File: config.mk
export PLATFORM = sky130hd
export DESIGN_NAME = chimera_memisland_wide_router
export DESIGN_NICKNAME = d
export VERILOG_FILES = /design/src/rtl/chimera_pkg.sv /design/src/rtl/chimera_memisland_wide_router_port.sv /design/src/rtl/fifo_v3.sv /design/src/rtl/chimera_memisland_wide_router.sv
export SDC_FILE = /design/constraint.sdc
export NUM_CORES = 1
export LEC_CHECK = 0
export ABC_AREA = 1
export CAP_MARGIN = 20
export CORE_AREA = 4 4 333 335
export DETAILED_ROUTE_END_ITERATION = 16
export DIE_AREA = 0 0 337 339
export DONT_BUFFER_PORTS = 1
export GPL_TIMING_DRIVEN = 0
export RECOVER_POWER = 100
export SYNTH_ARGS = -nofsm -noshare
export SYNTH_HDL_FRONTEND = slang
export SYNTH_SLANG_ARGS = --single-unit
File: constraint.sdc
create_clock -name clk_i -period 5.4 [get_ports clk_i]
set_input_delay 1.08 -clock clk_i [delete_from_list [all_inputs] [get_ports clk_i]]
set_output_delay 1.08 -clock clk_i [all_outputs]
set_load 0.1 [all_outputs]
File: src/rtl/chimera_pkg.sv
// Shared Chimera types: wide AXI bundles, memory island window, router enums.
package chimera_pkg;

  localparam int unsigned WideIdW   = 4;
  localparam int unsigned WideAddrW = 48;
  localparam int unsigned WideDataW = 64;

  localparam logic [WideAddrW-1:0] MemislBase = 48'h0000_4800_0000;
  localparam logic [WideAddrW-1:0] MemislSize = 48'h0000_0010_0000;

  typedef enum logic [1:0] {
    MemislTgtIsl,
    MemislTgtByp,
    MemislTgtErr
  } memisl_tgt_e;

  typedef enum logic [1:0] {
    EwIdle,
    EwData,
    EwResp
  } memisl_ew_e;

  typedef enum logic {
    ErIdle,
    ErData
  } memisl_er_e;

  typedef struct packed {
    logic [WideIdW-1:0]   id;
    logic [WideAddrW-1:0] addr;
    logic [7:0]           len;
    logic [2:0]           size;
    logic [1:0]           burst;
  } chimera_wide_ax_t;

  typedef struct packed {
    logic [WideDataW-1:0]   data;
    logic [WideDataW/8-1:0] strb;
    logic                   last;
  } chimera_wide_w_t;

  typedef struct packed {
    logic [WideIdW-1:0] id;
    logic [1:0]         resp;
  } chimera_wide_b_t;

  typedef struct packed {
    logic [WideIdW-1:0]   id;
    logic [WideDataW-1:0] data;
    logic [1:0]           resp;
    logic                 last;
  } chimera_wide_r_t;

  typedef struct packed {
    chimera_wide_ax_t aw;
    logic             aw_valid;
    chimera_wide_w_t  w;
    logic             w_valid;
    logic             b_ready;
    chimera_wide_ax_t ar;
    logic             ar_valid;
    logic             r_ready;
  } chimera_wide_req_t;

  typedef struct packed {
    logic            aw_ready;
    logic            ar_ready;
    logic            w_ready;
    logic            b_valid;
    chimera_wide_b_t b;
    logic            r_valid;
    chimera_wide_r_t r;
  } chimera_wide_rsp_t;

endpackage

File: src/rtl/chimera_memisland_wide_router_port.sv
// Single-port router: window decode, per-direction target lock, W-route
// FIFO and DECERR responders for out-of-window traffic.
module chimera_memisland_wide_router_port
  import chimera_pkg::*;
#(
  parameter int unsigned          AddrWidth = 48,
  parameter logic [AddrWidth-1:0] IslBase   = AddrWidth'(MemislBase),
  parameter logic [AddrWidth-1:0] IslSize   = AddrWidth'(MemislSize),
  parameter int unsigned          MaxTxns   = 8,
  parameter bit                   BypassEn  = 1'b1,
  parameter type axi_wide_req_t = chimera_wide_req_t,
  parameter type axi_wide_rsp_t = chimera_wide_rsp_t
) (
  input  logic          clk_i,
  input  logic          rst_ni,
  input  axi_wide_req_t slv_req_i,
  output axi_wide_rsp_t slv_rsp_o,
  output axi_wide_req_t isl_req_o,
  input  axi_wide_rsp_t isl_rsp_i,
  output axi_wide_req_t byp_req_o,
  input  axi_wide_rsp_t byp_rsp_i
);

  localparam int unsigned CntW = $clog2(MaxTxns + 1);

  function automatic memisl_tgt_e f_decode(input logic [AddrWidth-1:0] a);
    logic [AddrWidth:0] w_a, w_lo, w_hi;
    w_a  = {1'b0, a};
    w_lo = {1'b0, IslBase};
    w_hi = w_lo + {1'b0, IslSize};
    if (w_a >= w_lo && w_a < w_hi) return MemislTgtIsl;
    return BypassEn ? MemislTgtByp : MemislTgtErr;
  endfunction

  axi_wide_rsp_t w_byp_rsp;
  memisl_tgt_e   w_aw_tgt, w_ar_tgt, w_wf_head;
  memisl_tgt_e   r_wtgt, r_rtgt;
  logic [CntW-1:0] r_wcnt, r_rcnt;
  logic [1:0]    w_wf_data;
  logic          w_wf_full, w_wf_empty;
  logic          w_aw_ok, w_ar_ok;
  logic          w_aw_rdy, w_ar_rdy, w_w_rdy;
  logic          w_b_vld, w_r_vld, w_r_last;
  logic          w_aw_hs, w_ar_hs, w_wl_hs, w_b_hs, w_r_hs, w_rl_hs;

  memisl_ew_e r_ew, w_ew_d;
  memisl_er_e r_er, w_er_d;
  logic [WideIdW-1:0] r_ew_id, r_er_id;
  logic [7:0]         r_er_len, r_er_beat;

  assign w_byp_rsp = BypassEn ? byp_rsp_i : '0;
  assign w_aw_tgt  = f_decode(slv_req_i.aw.addr);
  assign w_ar_tgt  = f_decode(slv_req_i.ar.addr);
  assign w_wf_head = memisl_tgt_e'(w_wf_data);

  assign w_aw_ok = ((r_wcnt == '0) || (w_aw_tgt == r_wtgt))
                && (r_wcnt < CntW'(MaxTxns)) && !w_wf_full
                && ((w_aw_tgt != MemislTgtErr) || (r_ew == EwIdle));
  assign w_ar_ok = ((r_rcnt == '0) || (w_ar_tgt == r_rtgt))
                && (r_rcnt < CntW'(MaxTxns))
                && ((w_ar_tgt != MemislTgtErr) || (r_er == ErIdle));

  always_comb begin
    w_aw_rdy = 1'b0;
    if (slv_req_i.aw_valid && w_aw_ok) begin
      case (w_aw_tgt)
        MemislTgtIsl: w_aw_rdy = isl_rsp_i.aw_ready;
        MemislTgtByp: w_aw_rdy = w_byp_rsp.aw_ready;
        default:      w_aw_rdy = 1'b1;
      endcase
    end
  end

  always_comb begin
    w_ar_rdy = 1'b0;
    if (slv_req_i.ar_valid && w_ar_ok) begin
      case (w_ar_tgt)
        MemislTgtIsl: w_ar_rdy = isl_rsp_i.ar_ready;
        MemislTgtByp: w_ar_rdy = w_byp_rsp.ar_ready;
        default:      w_ar_rdy = 1'b1;
      endcase
    end
  end

  always_comb begin
    w_w_rdy = 1'b0;
    if (slv_req_i.w_valid && !w_wf_empty) begin
      case (w_wf_head)
        MemislTgtIsl: w_w_rdy = isl_rsp_i.w_ready;
        MemislTgtByp: w_w_rdy = w_byp_rsp.w_ready;
        default:      w_w_rdy = (r_ew == EwData);
      endcase
    end
  end

  always_comb begin
    w_b_vld  = 1'b0;
    w_r_vld  = 1'b0;
    w_r_last = 1'b0;
    if (r_wcnt != '0) begin
      case (r_wtgt)
        MemislTgtIsl: w_b_vld = isl_rsp_i.b_valid;
        MemislTgtByp: w_b_vld = w_byp_rsp.b_valid;
        default:      w_b_vld = (r_ew == EwResp);
      endcase
    end
    if (r_rcnt != '0) begin
      case (r_rtgt)
        MemislTgtIsl: begin
          w_r_vld  = isl_rsp_i.r_valid;
          w_r_last = isl_rsp_i.r.last;
        end
        MemislTgtByp: begin
          w_r_vld  = w_byp_rsp.r_valid;
          w_r_last = w_byp_rsp.r.last;
        end
        default: begin
          w_r_vld  = (r_er == ErData);
          w_r_last = (r_er_beat == r_er_len);
        end
      endcase
    end
  end

  assign w_aw_hs = slv_req_i.aw_valid && w_aw_rdy;
  assign w_ar_hs = slv_req_i.ar_valid && w_ar_rdy;
  assign w_wl_hs = slv_req_i.w_valid && w_w_rdy && slv_req_i.w.last;
  assign w_b_hs  = w_b_vld && slv_req_i.b_ready;
  assign w_r_hs  = w_r_vld && slv_req_i.r_ready;
  assign w_rl_hs = w_r_hs && w_r_last;

  fifo_v3 #(
    .FALL_THROUGH (1'b1),
    .DATA_WIDTH   (2),
    .DEPTH        (MaxTxns)
  ) i_wfifo (
    .clk_i   (clk_i),
    .rst_ni  (rst_ni),
    .flush_i (1'b0),
    .full_o  (w_wf_full),
    .empty_o (w_wf_empty),
    .data_i  (w_aw_tgt),
    .push_i  (w_aw_hs),
    .data_o  (w_wf_data),
    .pop_i   (w_wl_hs)
  );

  always_comb begin
    isl_req_o          = slv_req_i;
    isl_req_o.aw_valid = 1'b0;
    isl_req_o.w_valid  = 1'b0;
    isl_req_o.b_ready  = 1'b0;
    isl_req_o.ar_valid = 1'b0;
    isl_req_o.r_ready  = 1'b0;
    byp_req_o          = isl_req_o;
    slv_rsp_o          = '0;
    slv_rsp_o.aw_ready = w_aw_rdy;
    slv_rsp_o.ar_ready = w_ar_rdy;
    slv_rsp_o.w_ready  = w_w_rdy;
    slv_rsp_o.b_valid  = w_b_vld;
    slv_rsp_o.r_valid  = w_r_vld;
    if (slv_req_i.aw_valid && w_aw_ok) begin
      isl_req_o.aw_valid = (w_aw_tgt == MemislTgtIsl);
      byp_req_o.aw_valid = (w_aw_tgt == MemislTgtByp);
    end
    if (slv_req_i.ar_valid && w_ar_ok) begin
      isl_req_o.ar_valid = (w_ar_tgt == MemislTgtIsl);
      byp_req_o.ar_valid = (w_ar_tgt == MemislTgtByp);
    end
    if (slv_req_i.w_valid && !w_wf_empty) begin
      isl_req_o.w_valid = (w_wf_head == MemislTgtIsl);
      byp_req_o.w_valid = (w_wf_head == MemislTgtByp);
    end
    if (r_wcnt != '0) begin
      case (r_wtgt)
        MemislTgtIsl: begin
          slv_rsp_o.b       = isl_rsp_i.b;
          isl_req_o.b_ready = slv_req_i.b_ready;
        end
        MemislTgtByp: begin
          slv_rsp_o.b       = w_byp_rsp.b;
          byp_req_o.b_ready = slv_req_i.b_ready;
        end
        default: begin
          slv_rsp_o.b.id   = r_ew_id;
          slv_rsp_o.b.resp = 2'b11;
        end
      endcase
    end
    if (r_rcnt != '0) begin
      case (r_rtgt)
        MemislTgtIsl: begin
          slv_rsp_o.r       = isl_rsp_i.r;
          isl_req_o.r_ready = slv_req_i.r_ready;
        end
        MemislTgtByp: begin
          slv_rsp_o.r       = w_byp_rsp.r;
          byp_req_o.r_ready = slv_req_i.r_ready;
        end
        default: begin
          slv_rsp_o.r.id   = r_er_id;
          slv_rsp_o.r.resp = 2'b11;
          slv_rsp_o.r.last = w_r_last;
        end
      endcase
    end
    if (!BypassEn) byp_req_o = '0;
  end

  always_comb begin
    w_ew_d = r_ew;
    case (r_ew)
      EwIdle: if (w_aw_hs && w_aw_tgt == MemislTgtErr) w_ew_d = EwData;
      EwData: if (w_wl_hs) w_ew_d = EwResp;
      EwResp: if (w_b_hs) w_ew_d = EwIdle;
      default: w_ew_d = EwIdle;
    endcase
  end

  always_comb begin
    w_er_d = r_er;
    case (r_er)
      ErIdle: if (w_ar_hs && w_ar_tgt == MemislTgtErr) w_er_d = ErData;
      ErData: if (w_rl_hs) w_er_d = ErIdle;
      default: w_er_d = ErIdle;
    endcase
  end

  always_ff @(posedge clk_i or negedge rst_ni) begin
    if (!rst_ni) begin
      r_ew <= EwIdle;
      r_er <= ErIdle;
    end else begin
      r_ew <= w_ew_d;
      r_er <= w_er_d;
    end
  end

  always_ff @(posedge clk_i or negedge rst_ni) begin
    if (!rst_ni) begin
      r_ew_id   <= '0;
      r_er_id   <= '0;
      r_er_len  <= '0;
      r_er_beat <= '0;
    end else begin
      if (r_ew == EwIdle && w_aw_hs) r_ew_id <= slv_req_i.aw.id;
      if (r_er == ErIdle && w_ar_hs) begin
        r_er_id   <= slv_req_i.ar.id;
        r_er_len  <= slv_req_i.ar.len;
        r_er_beat <= '0;
      end else if (r_er == ErData && w_r_hs) begin
        r_er_beat <= r_er_beat + 8'd1;
      end
    end
  end

  // A simultaneous issue and retire leaves the count unchanged.
  always_ff @(posedge clk_i or negedge rst_ni) begin
    if (!rst_ni) begin
      r_wcnt <= '0;
      r_rcnt <= '0;
      r_wtgt <= MemislTgtIsl;
      r_rtgt <= MemislTgtIsl;
    end else begin
      if (w_aw_hs) r_wtgt <= w_aw_tgt;
      if (w_ar_hs) r_rtgt <= w_ar_tgt;
      if (w_aw_hs && !w_b_hs)      r_wcnt <= r_wcnt + CntW'(1);
      else if (!w_aw_hs && w_b_hs) r_wcnt <= r_wcnt - CntW'(1);
      if (w_ar_hs && !w_rl_hs)      r_rcnt <= r_rcnt + CntW'(1);
      else if (!w_ar_hs && w_rl_hs) r_rcnt <= r_rcnt - CntW'(1);
    end
  end

endmodule

File: src/rtl/fifo_v3.sv
// Small FIFO with the common_cells fifo_v3 interface subset.
// FALL_THROUGH makes a push visible on data_o in the same cycle.
module fifo_v3 #(
  parameter bit          FALL_THROUGH = 1'b0,
  parameter int unsigned DATA_WIDTH   = 32,
  parameter int unsigned DEPTH        = 8
) (
  input  logic                  clk_i,
  input  logic                  rst_ni,
  input  logic                  flush_i,
  output logic                  full_o,
  output logic                  empty_o,
  input  logic [DATA_WIDTH-1:0] data_i,
  input  logic                  push_i,
  output logic [DATA_WIDTH-1:0] data_o,
  input  logic                  pop_i
);

  localparam int unsigned AW = (DEPTH > 1) ? $clog2(DEPTH) : 1;

  logic [DATA_WIDTH-1:0] r_mem [DEPTH];
  logic [AW-1:0]         r_rd;
  logic [AW-1:0]         r_wr;
  logic [AW:0]           r_cnt;
  logic                  w_byp;
  logic                  w_wen;
  logic                  w_ren;
  logic                  w_emp;

  assign w_emp   = (r_cnt == '0);
  assign full_o  = (r_cnt == (AW+1)'(DEPTH));
  assign empty_o = w_emp && !(FALL_THROUGH && push_i);
  assign w_byp   = FALL_THROUGH && w_emp && push_i && pop_i;
  assign w_wen   = push_i && !full_o && !w_byp;
  assign w_ren   = pop_i && !w_emp;
  assign data_o  = (FALL_THROUGH && w_emp) ? data_i : r_mem[r_rd];

  always_ff @(posedge clk_i) begin
    if (w_wen) r_mem[r_wr] <= data_i;
  end

  always_ff @(posedge clk_i or negedge rst_ni) begin
    if (!rst_ni) begin
      r_rd  <= '0;
      r_wr  <= '0;
      r_cnt <= '0;
    end else if (flush_i) begin
      r_rd  <= '0;
      r_wr  <= '0;
      r_cnt <= '0;
    end else begin
      if (w_wen) r_wr <= (r_wr == AW'(DEPTH-1)) ? '0 : r_wr + AW'(1);
      if (w_ren) r_rd <= (r_rd == AW'(DEPTH-1)) ? '0 : r_rd + AW'(1);
      if (w_wen && !w_ren)      r_cnt <= r_cnt + (AW+1)'(1);
      else if (!w_wen && w_ren) r_cnt <= r_cnt - (AW+1)'(1);
    end
  end

endmodule

File: src/rtl/chimera_memisland_wide_router.sv
// Wide AXI router for the memory island: one independent
// router port per wide master.
module chimera_memisland_wide_router
  import chimera_pkg::*;
#(
  parameter int unsigned          NumWideMst = 1,
  parameter int unsigned          AddrWidth  = 48,
  parameter logic [AddrWidth-1:0] IslBase    = AddrWidth'(MemislBase),
  parameter logic [AddrWidth-1:0] IslSize    = AddrWidth'(MemislSize),
  parameter int unsigned          MaxTxns    = 8,
  parameter bit                   BypassEn   = 1'b1,
  parameter type axi_wide_req_t = chimera_wide_req_t,
  parameter type axi_wide_rsp_t = chimera_wide_rsp_t
) (
  input  logic          clk_i,
  input  logic          rst_ni,
  input  axi_wide_req_t slv_req_i [NumWideMst],
  output axi_wide_rsp_t slv_rsp_o [NumWideMst],
  output axi_wide_req_t isl_req_o [NumWideMst],
  input  axi_wide_rsp_t isl_rsp_i [NumWideMst],
  output axi_wide_req_t byp_req_o [NumWideMst],
  input  axi_wide_rsp_t byp_rsp_i [NumWideMst]
);

  for (genvar i = 0; i < NumWideMst; i++) begin : g_port
    chimera_memisland_wide_router_port #(
      .AddrWidth      (AddrWidth),
      .IslBase        (IslBase),
      .IslSize        (IslSize),
      .MaxTxns        (MaxTxns),
      .BypassEn       (BypassEn),
      .axi_wide_req_t (axi_wide_req_t),
      .axi_wide_rsp_t (axi_wide_rsp_t)
    ) i_port (
      .clk_i     (clk_i),
      .rst_ni    (rst_ni),
      .slv_req_i (slv_req_i[i]),
      .slv_rsp_o (slv_rsp_o[i]),
      .isl_req_o (isl_req_o[i]),
      .isl_rsp_i (isl_rsp_i[i]),
      .byp_req_o (byp_req_o[i]),
      .byp_rsp_i (byp_rsp_i[i])
    );
  end

endmodule

==> out/metrics.csv <==
stage,metric,value,unit
finish,fin_area,7370,µm²
finish,fill_cells,13252,
critical_path,worstPathArrival,3880,ps
placement,gp_congestion,0.960,
synthesis,synth_warnings,0,
critical_path,path_class,in -> out,
critical_path,timing.critical_path.fanout_max,3,
die,die_area,114000,µm²
synthesis,synth_fp_nets,1529,
power,p_leak,3.30,nW
placement,post_dp_cell_area,8890,µm²
power,pwr-share-seq,5.6,%
power,p_total,0.00680,W
critical_path,worst_path_most_repeated_cell,nand2_1,
clock_network,numClockSinks,28,
sta,maxSlewHeadroom,-1.35,%
clock_network,cts_setup_buffers,0,
die,core_area,108000,µm²
die,rows,121,
power,peakVddDrop,422,µV
finish,nets,1546,
run_status,violations,"max-capacitance violations, max-slew violations",
critical_path,slowest_stage,clkbuf_1,
power,p_int,0.00103,W
synthesis,synth-edff-count,8,
critical_path,worstSetupEndpointType,output pin,
clock_network,clkLatencyLatePin,270,ps
clock_network,clockRootBuffer,clkbuf_16,
sta,clock.fmax,202,MHz
routing,drc,0,
finish,seq_area,741,µm²
critical_path,critPathRequiredTime,4320,ps
synthesis,synth_ff_type,dfrtp_1,
clock_network,cts_resized,0,
sta,fin_ws,440,ps
power,p_clk_share,3.1,%
sta,worstMarginPinSlew,1530,ps
finish,final_layout_size_suffix_gt1_share,2.51,%
synthesis,syn_area_per_cell,6.04,µm²
sta,setup_viol,0,
clock_network,cts_tree,yes,
sta,skew,1.42,ps
synthesis,synth_area,6870,µm²
sta,period_share,91.9,%
routing,dr_total_vias,6701,
routing,avgViaCountPerCell,2.60,
global_route,grtUsageTotal,8.67,%
critical_path,cp_cell_sequence,nor4_1 > nand2_1 > nor2_1 > o2111ai_1 > inv_1 > nand2_1 > nand2_1 > clkbuf_1,
clock_network,cts_buffers,3,
critical_path,critPathTopFamily,buffers and inverters,
min_path,hold_class,in -> async,
finish,area_growth,7.24,%
global_route,grt_max_degree,21,
placement,dp_hpwl,51200,µm
power,p_per_area,922,nW/µm²
die,start_util,6.36,%
synthesis,netlist_instances,1139,
run_status,status,"complete, but fails checks",
die,pin_count,872,
sta,rsz0062_at_grt,false,
flow_run,max_cap_violations,1,
clock_network,path_clk_slew,70,ps
sta,finalHoldViolCount,0,
global_route,grt_antenna_before_repair,18,
power,combPwrFrac,91.3,%
synthesis,synthArstFlopShare,71.4,%
critical_path,start_kind,input port,
power,power.switching,0.00577,W
finish,multiInputGateArea,2370,µm²
critical_path,max_stage_delay,870,ps
sta,min_period,4960,ps
clock_network,htree_levels,1,
global_route,grt_pass1_wl,64200,µm
power,swShare,84.9,%
routing,first_pass_iters,5,
sta,slew_violations,1,
die,fp.dieH,339,µm
critical_path,crit_buf_inv,2,
synthesis,ys_types,37,
clock_network,ctsHoldBuffers,0,
synthesis,seq_area_frac_synth,10.8,%
global_route,grt-ovfl-total,0,
global_route,grt_pass1_vias,6399,
finish,utilization,6.82,%
placement,io_buffer_count,0,
routing,wl,54300,µm
die,die_w,337,µm
routing,drt-wirelength-per-cell,21.1,µm
synthesis,synth_seq_cells,28,
clock_network,cts.path.max_buffers,2,
routing,drtAntennaViolNets,0,
routing,first_iter_violations,324,
placement,preCtsSetupSlack,773,ps
-- logic make-up (layout without fill, tap and decap cells) --
family / Yosys count / after routing / synth area share [%]
buf+inv: 586 / 602 / 54.6
fa+ha+maj: 16 / 16 / 3.24
simple gates: 470 / 470 / 27.0
other cells: 0 / 11 / 0
xor+xnor: 9 / 9 / 1.15
flops: 28 / 28 / 10.8
compound gates: 30 / 30 / 3.28
-- flip-flops by register name, summed over array words and instances (netlist names) --
signal / cells
g_port.i_port.i_wfifo.r_mem: 8
g_port.i_port.i_wfifo.r_cnt: 4
g_port.i_port.r_rcnt: 4
g_port.i_port.r_wcnt: 4
g_port.i_port.i_wfifo.r_rd: 3
g_port.i_port.i_wfifo.r_wr: 3
g_port.i_port.r_rtgt: 1
g_port.i_port.r_wtgt: 1
-- power by group through the flow --
stage	logic [W]	clock network (W)	registers, W
2_1_floorplan	0.00517	0	0.000367
3_3_place_gp	0.00631	0	0.000383
3_5_place_dp	0.00650	0	0.000389
4_1_cts	0.00651	0.000218	0.000386
5_1_grt	0.00646	0.000224	0.000396
6_report	0.00620	0.000210	0.000383
-- area by class of cell --
class	count	share of cell area (%)
Timing Repair Buffer	12	2.19
Buffer	438	22.3
Inverter	148	7.54
Tap cell	1414	24.0
Sequential cell	28	10.0
Multi-Input combinational cell	525	32.2
Antenna cell	11	0.373
Clock buffer	4	1.36
-- worst register-to-register path: cells and delay by family, from the launching register on --
family / cells / cell delay [ps]
AOI/OAI and AO/OA: 4 / 1010
adders and majority gates: 2 / 530
buffers and inverters: 4 / 600
and+or+nand+nor: 6 / 1070
DFF: 1 / 420
xor gates and xnor gates: 1 / 130
-- metrics by stage --
| step | TNS [ps] | cells | hold WS, ps |
|---|---|---|---|
| final | 0 | 2580 | 493 |
| after global routing | 0 | 2573 | 479 |
| after CTS | 0 | 2568 | 483 |
| after detailed placement | 0 | 2564 | 521 |
| after global placement | -4090 | 2553 | 499 |
| after floorplan | 0 | 1139 | 465 |
-- synthesized netlist by cell type (3+ instances only) --
| cell | count | share of area, % |
|---|---|---|
| clkbuf_1 | 23 | 1.3 |
| nand4_1 | 4 | 0.36 |
| nor4_1 | 6 | 0.55 |
| fa_1 | 3 | 0.87 |
| dfrtp_1 | 20 | 7.3 |
| inv_2 | 6 | 0.33 |
| a21oi_1 | 5 | 0.36 |
| buf_4 | 411 | 45 |
| nand2_1 | 378 | 21 |
| o21ai_1 | 5 | 0.36 |
| nor3_1 | 4 | 0.29 |
| inv_1 | 141 | 7.7 |
| ha_1 | 13 | 2.4 |
| xor2_1 | 3 | 0.38 |
| edfxtp_1 | 8 | 3.5 |
| o21ai_0 | 10 | 0.73 |
| nand3_1 | 15 | 1.1 |
| xnor2_1 | 6 | 0.76 |
| nor2_1 | 51 | 2.8 |
-- cells in the final DEF, fill, tap and decap left out, drive strengths merged, types with 2 or more instances in the layout --
| cell | n |
|---|---|
| a21o | 2 |
| nand3b | 2 |
| or4 | 2 |
| nor4 | 6 |
| clkbuf | 444 |
| or2 | 2 |
| edfxtp | 8 |
| nor2 | 53 |
| nor3 | 5 |
| xor2 | 3 |
| dfrtp | 20 |
| nand2 | 380 |
| ha | 13 |
| o2111ai | 3 |
| o21ai | 15 |
| nand4 | 4 |
| buf | 7 |
| diode | 11 |
| o211ai | 2 |
| a21oi | 5 |
| fa | 3 |
| dlymetal6s2s | 2 |
| inv | 147 |
| nand3 | 16 |
| xnor2 | 6 |
-- metal layers --
metal	wire length (µm)	vias up	track usage, %
met2	23800	505	13.7
met4	956	2	1.55
met1	24600	3157	11.9
met3	4910	41	2.37
met5	8	-	0
li1	-	2996	-
-- path summary, 6_finish.rpt --
check | from | end | slack, ps | depth (start not counted)
worst max-delay path | slv_req_i[56] | slv_rsp_o[80] | 440 | 8
worst min-delay path | rst_ni | g_port[0].i_port.r_wcnt[0]$_DFFE_PN0P_ | 490 | 0
worst max register to register | g_port[0].i_port.r_wcnt[0]$_DFFE_PN0P_ | g_port[0].i_port.i_wfifo.r_cnt[3]$_DFFE_PN0P_ | 1520 | 17
worst min register to register | g_port[0].i_port.r_rcnt[3]$_DFFE_PN0P_ | g_port[0].i_port.r_rcnt[3]$_DFFE_PN0P_ | 530 | 1
max in group asynchronous | rst_ni | g_port[0].i_port.r_rcnt[2]$_DFFE_PN0P_ | 4830 | 0
min in group clk_i | g_port[0].i_port.r_rcnt[3]$_DFFE_PN0P_ | g_port[0].i_port.r_rcnt[3]$_DFFE_PN0P_ | 530 | 1
No activity file was read; power rests on OpenSTA's default activity.
